[src/rtl/if_prefetch_q_pkg.sv]
// if_prefetch_q_pkg
//   Shared types and constants for the instruction prefetch queue.
//   ifq_entry_t : one buffered fetch {pc, ir, pc4, misalign}
//   ifq_state_t : fetch engine state (FETCH, HALT_MIS)
//   NOP_IR      : instruction word carried by a misaligned-target marker entry
//   IFQ_RESET_PC: default first fetch address after reset
package if_prefetch_q_pkg;

    localparam int          IFQ_XLEN     = 32;
    localparam logic [31:0] NOP_IR       = 32'h0000_0013;
    localparam logic [31:0] IFQ_RESET_PC = 32'h0000_0000;

    typedef enum logic {
        FETCH    = 1'b0,
        HALT_MIS = 1'b1
    } ifq_state_t;

    typedef struct packed {
        logic [IFQ_XLEN-1:0] pc;
        logic [IFQ_XLEN-1:0] ir;
        logic [IFQ_XLEN-1:0] pc4;
        logic                misalign;
    } ifq_entry_t;

    // Builds an entry; pc4 wraps modulo 2^XLEN like the fetch address does.
    function automatic ifq_entry_t make_entry(input logic [IFQ_XLEN-1:0] pc,
                                              input logic [IFQ_XLEN-1:0] ir,
                                              input logic                misalign);
        ifq_entry_t e;
        e.pc       = pc;
        e.ir       = ir;
        e.pc4      = pc + IFQ_XLEN'(4);
        e.misalign = misalign;
        return e;
    endfunction

endpackage

[src/rtl/if_prefetch_q_if.sv]
// if_prefetch_q_if
//   Bundles the instruction-memory port (IAD/IDT/ACKI_n), the redirect
//   request and the decode-side consumer port of the prefetch queue.
//   master: the prefetch queue itself
//   slave : the environment (instruction memory, branch unit, decode)
interface if_prefetch_q_if #(
    parameter int XLEN  = 32,
    parameter int DEPTH = 4
);
    logic [XLEN-1:0]        IAD;
    logic [XLEN-1:0]        IDT;
    logic                   ACKI_n;
    logic                   redirect;
    logic [XLEN-1:0]        redirect_pc;
    logic                   deq;
    logic                   valid;
    logic [XLEN-1:0]        pc_out;
    logic [XLEN-1:0]        ir_out;
    logic [XLEN-1:0]        pc4_out;
    logic                   misalign_out;
    logic [$clog2(DEPTH):0] level;

    modport master (
        output IAD, valid, pc_out, ir_out, pc4_out, misalign_out, level,
        input  IDT, ACKI_n, redirect, redirect_pc, deq
    );

    modport slave (
        input  IAD, valid, pc_out, ir_out, pc4_out, misalign_out, level,
        output IDT, ACKI_n, redirect, redirect_pc, deq
    );
endinterface

[src/rtl/if_prefetch_q_fifo.sv]
// ifq_fifo
//   Generic DEPTH x ifq_entry_t circular buffer.
//   clk/rst   : clock, synchronous active-high reset
//   flush     : empty the buffer (wins over push/pop)
//   push/push_data : write one entry at the tail
//   pop       : drop the head entry
//   count     : registered entry count
//   head      : entry at the head pointer (meaningful when count != 0)
module ifq_fifo
    import if_prefetch_q_pkg::*;
#(
    parameter int DEPTH = 4
) (
    input  logic                   clk,
    input  logic                   rst,
    input  logic                   flush,
    input  logic                   push,
    input  ifq_entry_t             push_data,
    input  logic                   pop,
    output logic [$clog2(DEPTH):0] count,
    output ifq_entry_t             head
);
    localparam int PTR_W = $clog2(DEPTH);
    localparam int CNT_W = PTR_W + 1;

    ifq_entry_t       mem [DEPTH];
    logic [PTR_W-1:0] head_ptr;
    logic [PTR_W-1:0] tail_ptr;

    // Pointers wrap naturally because DEPTH is a power of two.
    always_ff @(posedge clk) begin
        if (rst || flush) begin
            head_ptr <= '0;
            tail_ptr <= '0;
            count    <= '0;
        end else begin
            if (push) tail_ptr <= tail_ptr + PTR_W'(1);
            if (pop)  head_ptr <= head_ptr + PTR_W'(1);
            case ({push, pop})
                2'b10:   count <= count + CNT_W'(1);
                2'b01:   count <= count - CNT_W'(1);
                default: count <= count;
            endcase
        end
    end

    // Storage needs no reset; nothing reads a slot before it is written.
    always_ff @(posedge clk) begin
        if (push && !flush) mem[tail_ptr] <= push_data;
    end

    assign head = mem[head_ptr];

endmodule

[src/rtl/if_prefetch_q.sv]
// if_prefetch_q
//   Instruction prefetch queue between the PC and the IF/ID boundary.
//   Fetches sequentially ahead of decode and buffers DEPTH entries of
//   {pc, ir, pc+4, misaligned}; flushes and restarts on redirect.
//   clk : clock          rst : synchronous active-high reset
//   bus : if_prefetch_q_if.master (IAD/IDT/ACKI_n, redirect, deq, head outputs, level)
//   Optional feature macro IFQ_BYPASS_EN: when the queue is empty the word
//   returned by memory is presented on the outputs in the same cycle.
module if_prefetch_q
    import if_prefetch_q_pkg::*;
#(
    parameter int              DEPTH    = 4,
    parameter int              XLEN     = IFQ_XLEN,
    parameter logic [XLEN-1:0] RESET_PC = IFQ_RESET_PC
) (
    input logic               clk,
    input logic               rst,
    if_prefetch_q_if.master   bus
);
    localparam int CNT_W = $clog2(DEPTH) + 1;

    ifq_state_t       state_q;
    ifq_state_t       state_d;
    logic [XLEN-1:0]  fetch_pc;
    logic             mis_pending;
    logic [CNT_W-1:0] fifo_count;
    ifq_entry_t       fifo_head;
    ifq_entry_t       push_data;
    logic             fifo_push;
    logic             fifo_pop;
    logic             head_valid;
    logic             has_room;
    logic             fetch_take;
    logic             bypass_active;
    logic             bypass_take;
    logic             redir_aligned;

    assign redir_aligned = (bus.redirect_pc[1:0] == 2'b00);

    ifq_fifo #(.DEPTH(DEPTH)) u_fifo (
        .clk       (clk),
        .rst       (rst),
        .flush     (bus.redirect),
        .push      (fifo_push),
        .push_data (push_data),
        .pop       (fifo_pop),
        .count     (fifo_count),
        .head      (fifo_head)
    );

    // State register; the marker-push flag only ever lives for one cycle.
    always_ff @(posedge clk) begin
        if (rst) begin
            state_q     <= FETCH;
            mis_pending <= 1'b0;
        end else begin
            state_q     <= state_d;
            mis_pending <= bus.redirect && !redir_aligned;
        end
    end

    // Only a redirect moves the machine; HALT_MIS is otherwise sticky.
    always_comb begin
        state_d = state_q;
        if (bus.redirect) state_d = redir_aligned ? FETCH : HALT_MIS;
    end

    // Push/pop control and head presentation.
    always_comb begin
        head_valid    = (fifo_count != '0);
        has_room      = (fifo_count < CNT_W'(DEPTH)) || (bus.deq && head_valid);
        bypass_active = 1'b0;
`ifdef IFQ_BYPASS_EN
        bypass_active = (state_q == FETCH) && !head_valid && !bus.ACKI_n && !bus.redirect;
`endif
        bypass_take   = bypass_active && bus.deq;
        fetch_take    = (state_q == FETCH) && !bus.ACKI_n && !bus.redirect && has_room;
        fifo_pop      = bus.deq && head_valid && !bus.redirect;

        fifo_push = 1'b0;
        push_data = make_entry(fetch_pc, bus.IDT, 1'b0);
        if (mis_pending && !bus.redirect) begin
            fifo_push = 1'b1;
            push_data = make_entry(fetch_pc, NOP_IR, 1'b1);
        end else if (fetch_take && !bypass_take) begin
            fifo_push = 1'b1;
        end

        bus.valid        = 1'b0;
        bus.pc_out       = '0;
        bus.ir_out       = '0;
        bus.pc4_out      = '0;
        bus.misalign_out = 1'b0;
        if (bypass_active) begin
            bus.valid   = 1'b1;
            bus.pc_out  = fetch_pc;
            bus.ir_out  = bus.IDT;
            bus.pc4_out = fetch_pc + XLEN'(4);
        end else if (head_valid) begin
            bus.valid        = 1'b1;
            bus.pc_out       = fifo_head.pc;
            bus.ir_out       = fifo_head.ir;
            bus.pc4_out      = fifo_head.pc4;
            bus.misalign_out = fifo_head.misalign;
        end
    end

    // A misaligned target parks fetch_pc on the target so the marker entry
    // and IAD both carry it while halted.
    always_ff @(posedge clk) begin
        if (rst)                fetch_pc <= RESET_PC;
        else if (bus.redirect)  fetch_pc <= bus.redirect_pc;
        else if (fetch_take)    fetch_pc <= fetch_pc + XLEN'(4);
    end

    assign bus.IAD   = fetch_pc;
    assign bus.level = fifo_count;

endmodule

[src/flat_wrapper.sv]
// flat-port wrapper written by rule: the top's interface ports become plain ports
module if_prefetch_q_flat import if_prefetch_q_pkg::*;
#(
    parameter int              DEPTH    = 4,
    parameter int              XLEN     = IFQ_XLEN,
    parameter logic [XLEN-1:0] RESET_PC = IFQ_RESET_PC
)
  (clk, rst, bus_IAD, bus_valid, bus_pc_out, bus_ir_out, bus_pc4_out, bus_misalign_out, bus_level, bus_IDT, bus_ACKI_n, bus_redirect, bus_redirect_pc, bus_deq);
  if_prefetch_q_if #(.XLEN(XLEN), .DEPTH(DEPTH)) bus_i ();
  input logic clk;
  input logic rst;
  output wire logic [$bits(bus_i.IAD)-1:0] bus_IAD;
  output wire logic [$bits(bus_i.valid)-1:0] bus_valid;
  output wire logic [$bits(bus_i.pc_out)-1:0] bus_pc_out;
  output wire logic [$bits(bus_i.ir_out)-1:0] bus_ir_out;
  output wire logic [$bits(bus_i.pc4_out)-1:0] bus_pc4_out;
  output wire logic [$bits(bus_i.misalign_out)-1:0] bus_misalign_out;
  output wire logic [$bits(bus_i.level)-1:0] bus_level;
  input wire logic [$bits(bus_i.IDT)-1:0] bus_IDT;
  input wire logic [$bits(bus_i.ACKI_n)-1:0] bus_ACKI_n;
  input wire logic [$bits(bus_i.redirect)-1:0] bus_redirect;
  input wire logic [$bits(bus_i.redirect_pc)-1:0] bus_redirect_pc;
  input wire logic [$bits(bus_i.deq)-1:0] bus_deq;
  assign bus_IAD = bus_i.IAD;
  assign bus_valid = bus_i.valid;
  assign bus_pc_out = bus_i.pc_out;
  assign bus_ir_out = bus_i.ir_out;
  assign bus_pc4_out = bus_i.pc4_out;
  assign bus_misalign_out = bus_i.misalign_out;
  assign bus_level = bus_i.level;
  assign bus_i.IDT = bus_IDT;
  assign bus_i.ACKI_n = bus_ACKI_n;
  assign bus_i.redirect = bus_redirect;
  assign bus_i.redirect_pc = bus_redirect_pc;
  assign bus_i.deq = bus_deq;
  if_prefetch_q #(.DEPTH(DEPTH), .XLEN(XLEN), .RESET_PC(RESET_PC)) u_core (.clk(clk), .rst(rst), .bus(bus_i));
endmodule
[config.mk]
export PLATFORM = sky130hd
export DESIGN_NAME = if_prefetch_q_flat
export DESIGN_NICKNAME = d
export VERILOG_FILES = /design/src/rtl/if_prefetch_q_pkg.sv /design/src/rtl/if_prefetch_q_if.sv /design/src/rtl/if_prefetch_q_fifo.sv /design/src/rtl/if_prefetch_q.sv /design/src/flat_wrapper.sv
export SDC_FILE = /design/constraint.sdc
export NUM_CORES = 1
export LEC_CHECK = 0
export BUFFER_PORTS_ARGS = -buffer_cell sky130_fd_sc_hd__buf_4
export CELL_PAD_IN_SITES_DETAIL_PLACEMENT = 0
export CELL_PAD_IN_SITES_GLOBAL_PLACEMENT = 1
export CORE_MARGIN = 3
export CORE_UTILIZATION = 45
export DETAILED_ROUTE_END_ITERATION = 7
export HOLD_SLACK_MARGIN = 0.1
export PLACE_DENSITY = 0.75
export SYNTH_ARGS = -nofsm -noshare
export SYNTH_HDL_FRONTEND = slang
export SYNTH_HIERARCHICAL = 1
export SYNTH_SLANG_ARGS = --single-unit
[constraint.sdc]
create_clock -name clk -period 12.7 [get_ports clk]
set_input_delay 0.635 -clock clk [delete_from_list [all_inputs] [get_ports clk]]
set_output_delay 0.635 -clock clk [all_outputs]
set_load 0.02 [all_outputs]
==> summary.md <==
| Metric | Value |
|---|---|
| Max-cap violation count | 0 |
| Pin count of the biggest net entering global routing | 69 |
| Initial core utilization | 0.460 |
| Netlist cell types | 49 |
| Sequential share of the synthesized area | 0.699 |
| Worst vdd ir | 0.105 mV |
| CP Launch Type | flop |
| Leading cell types in the layout, fill and taps excluded | edfxtp_1 (388), buf_4 (210), and2_1 (130) |
| Clock transition at the registers of the reported paths | 0.06 ns |
| CTS tree | done |
| Crit share post-route | 0.289 |
| Fin worst setup slack | 9.03 ns |
| YS warnings | 6 |
| Die Width | between 200 and 250 um |
| Area of the core | 38900 sq um |
| Fin. Hold Viols | 0 |
| Global-route wire length before repair | 58800 um |
| Hold_sp | bus_redirect_pc[0] |
| Placed Area | 19600 sq um |
| Setup_tns | 0 ns |
| Setup CP Type | flop to primary output |
| Average wire per standard cell | 22.0 um |
| Status | completed |
| Slew margin rel. | 0.273 |
| # IOs | 202 |
| Routability Congestion | around 0.75 |
| Clock Skew | around 0.018 ns |
| Area Overhead vs Synth | 17.3% |
| Critical path fanouts, max | 40 |
| Design area | 21000 sq um |
| Post-cts repair resize count | 0 |
| Cts hold-fix bufs | 0 |
| Drt drc | 0 |
| Synth top area share | 0.651 |
| Yosys reg bits | 431 |
| Fin crit period | 3.67 ns |
| Biggest area consumer among synthesized cells | edfxtp_1 |
| DP HPWL | 24300 um |
| # fillers | 3138 |
| Non-filler cells in the finished layout | 1748 |
| Vias per std cell | 5.32 |
| Post-synth ARST share | 0 |
| EDFF count, synth | 388 |
| Total number of vias | 9301 |
| R2R Path Start | u_core/state_q |
| Mapped Cells | 1026 |
| Data arrival, critical path | 3.03 ns |
| Total die area | approximately 42000 sq um |
| Dpl ws | about 8.6 ns |
| Achievable clock frequency | 0.273 GHz |
| Unrepaired setup endpoints after global routing | no |
| 1st-iter DRT viols | 580 |
| Top_reg_cell synth | edfxtp_1 |
| Input/output buffers | 201 |
| Top post-synthesis cells by area | edfxtp_1 (65%), mux4_2 (12%), dfxtp_1 (4.8%) |
| Min-Delay Path Class | primary input to flop |
| Final nets | 1268 |
| Slew Limit Fails | 0 |
| CP Capture Type | primary output |
| Clock Tree Root | clkbuf_16 |
| Post-CTS setup buffers | 0 |
| Die H | 205 um |
| Cell Rows | slightly above 70 |
| Post-route ant nets | 0 |
| Syn_nets | 1102 |
| Global route overflow | 0 |
| Clk_lat worst skew | between 0.5 and 0.6 ns |
| Mean post-synth cell area | around 17 sq um |
| Placed cell count | 1663 |
| Most common cell after layout, fill and taps aside | edfxtp_1 |
| P per Cell Area | 143 nW/um^2 |
| Least-Margin Pin Slew | 1.09 ns |
| Longest Clk Path Bufs | 3 |
| Leak Pwr | slightly above 7 nW |
| Layout cells sized above 1 | 0.323 |
| Post-Route Utilization | 0.539 |
| Number of antenna violations at the first check in global routing | 0 |
| Routed Wire Length | 38400 um |
| GRT Overall Usage | 0.182 |
| Mapped Area | approximately 18000 sq um |
| TritonCTS Buffers | 45 |
| Vias in the first global route | 9752 |
| Final setup fails | 0 |
| 1st-pass router iterations | 6 |
| CTS H-tree depth | 2 |
| CTS sink cnt | 431 |
| WP data required | about 12 ns |
[Yosys cell counts, types with 2 or more instances]
| cell type | number |
|---|---|
| edfxtp_1 | 388 |
| and2_1 | 134 |
| mux4_2 | 97 |
| nor2_1 | 53 |
| dfxtp_1 | 43 |
| xnor2_1 | 36 |
| buf_4 | 34 |
| nand2_1 | 32 |
| clkbuf_1 | 29 |
| xor2_1 | 20 |
| a211oi_1 | 18 |
| nand3_1 | 15 |
| nor3_1 | 14 |
| buf_2 | 13 |
| nand4_1 | 10 |
| inv_1 | 9 |
| a21oi_1 | 6 |
| ha_1 | 6 |
| or3_1 | 6 |
| a311oi_1 | 5 |
| mux2i_1 | 5 |
| buf_8 | 4 |
| nand4b_1 | 4 |
| o21ai_0 | 4 |
| buf_6 | 3 |
| dlygate4sd1_1 | 3 |
| nand2b_1 | 3 |
| o31ai_1 | 3 |
| and3_1 | 2 |
| and4_1 | 2 |
| buf_1 | 2 |
| clkbuf_2 | 2 |
| nand3b_1 | 2 |
| nor4_1 | 2 |
| nor4_4 | 2 |
| or2_2 | 2 |
[power by group]
group | total, mW | internal, mW | leakage (nW) | switching, mW
clock | 1.24 | 0.732 | 0.710 | 0.513
sequential | 1.60 | 1.57 | 3.92 | 0.0273
combinational | 0.160 | 0.0688 | 2.51 | 0.0914
total | 3.01 | 2.37 | 7.15 | 0.632
[layout make-up]
| cell class | instances | area (sq um) | area share |
|---|---|---|---|
| Sequential cell | 431 | 12500 | 0.597 |
| Multi-Input combinational cell | 495 | 4770 | 0.227 |
| Timing Repair Buffer | 210 | 1580 | 0.0751 |
| Clock buffer | 57 | 1230 | 0.0588 |
| Tap cell | 518 | 648 | 0.0309 |
| Clock inverter | 27 | 198 | 0.00942 |
| Inverter | 9 | 33.8 | 0.00161 |
| Antenna cell | 1 | 2.50 | 0.000119 |
[registers in the layout (all words and copies together) (netlist names), named ones only]
signal and cells:
u_core/u_fifo/mem 388, u_core/u_fifo/count 3, u_core/u_fifo/tail_ptr 2, u_core/u_fifo/head_ptr 2, u_core/mis_pending 1, u_core/state_q 1, u_core/bus.IAD 32
[kinds of logic after synthesis]
family / count (synthesis) / synth area share
adders and majority gates: 7 / 0.00532
AOI/OAI and AO/OA: 38 / 0.0152
buffers and inverters: 100 / 0.0343
xor gates and xnor gates: 56 / 0.0274
muxes: 102 / 0.125
and+or+nand+nor: 292 / 0.0933
DFF: 431 / 0.699
[critical path: stages (launching register included)]
cell and delay, ns:
dfxtp_4 0.71, buf_4 0.76, mux4_2 0.65, and2_1 0.17
buf_4 0.15
[through the flow]
| stage | power [mW] | hold slack, ns |
|---|---|---|
| 6_report | 3.01 | 0.361 |
| 5_1_grt | 3.11 | 0.349 |
| 4_1_cts | 3.04 | 0.340 |
| 3_5_place_dp | 1.79 | 0.445 |
| 3_3_place_gp | 1.79 | 0.436 |
| 2_1_floorplan | 1.72 | 0.427 |
[per-layer routing]
| metal | global-route usage | vias to the layer above | share of wire |
|---|---|---|---|
| li1 | - | 4238 | - |
| met1 | 0.268 | 4758 | 0.45 |
| met2 | 0.292 | 270 | 0.48 |
| met3 | 0.0323 | 35 | 0.060 |
| met4 | 0.0337 | 0 | 0.012 |
| met5 | 0 | - | 0 |
[path summary, 6_finish.rpt]
path	endpoint	slack (ns)	cells after the start
worst min-delay path	u_core/bus.IAD[0]	0.36	3
worst max register to register	u_core/u_fifo/mem[2][87]	9.04	8
worst min register to register	u_core/state_q	0.46	1
worst max-delay path	bus_ir_out[24]	9.03	4
No activity file was read; power rests on OpenSTA's default activity.
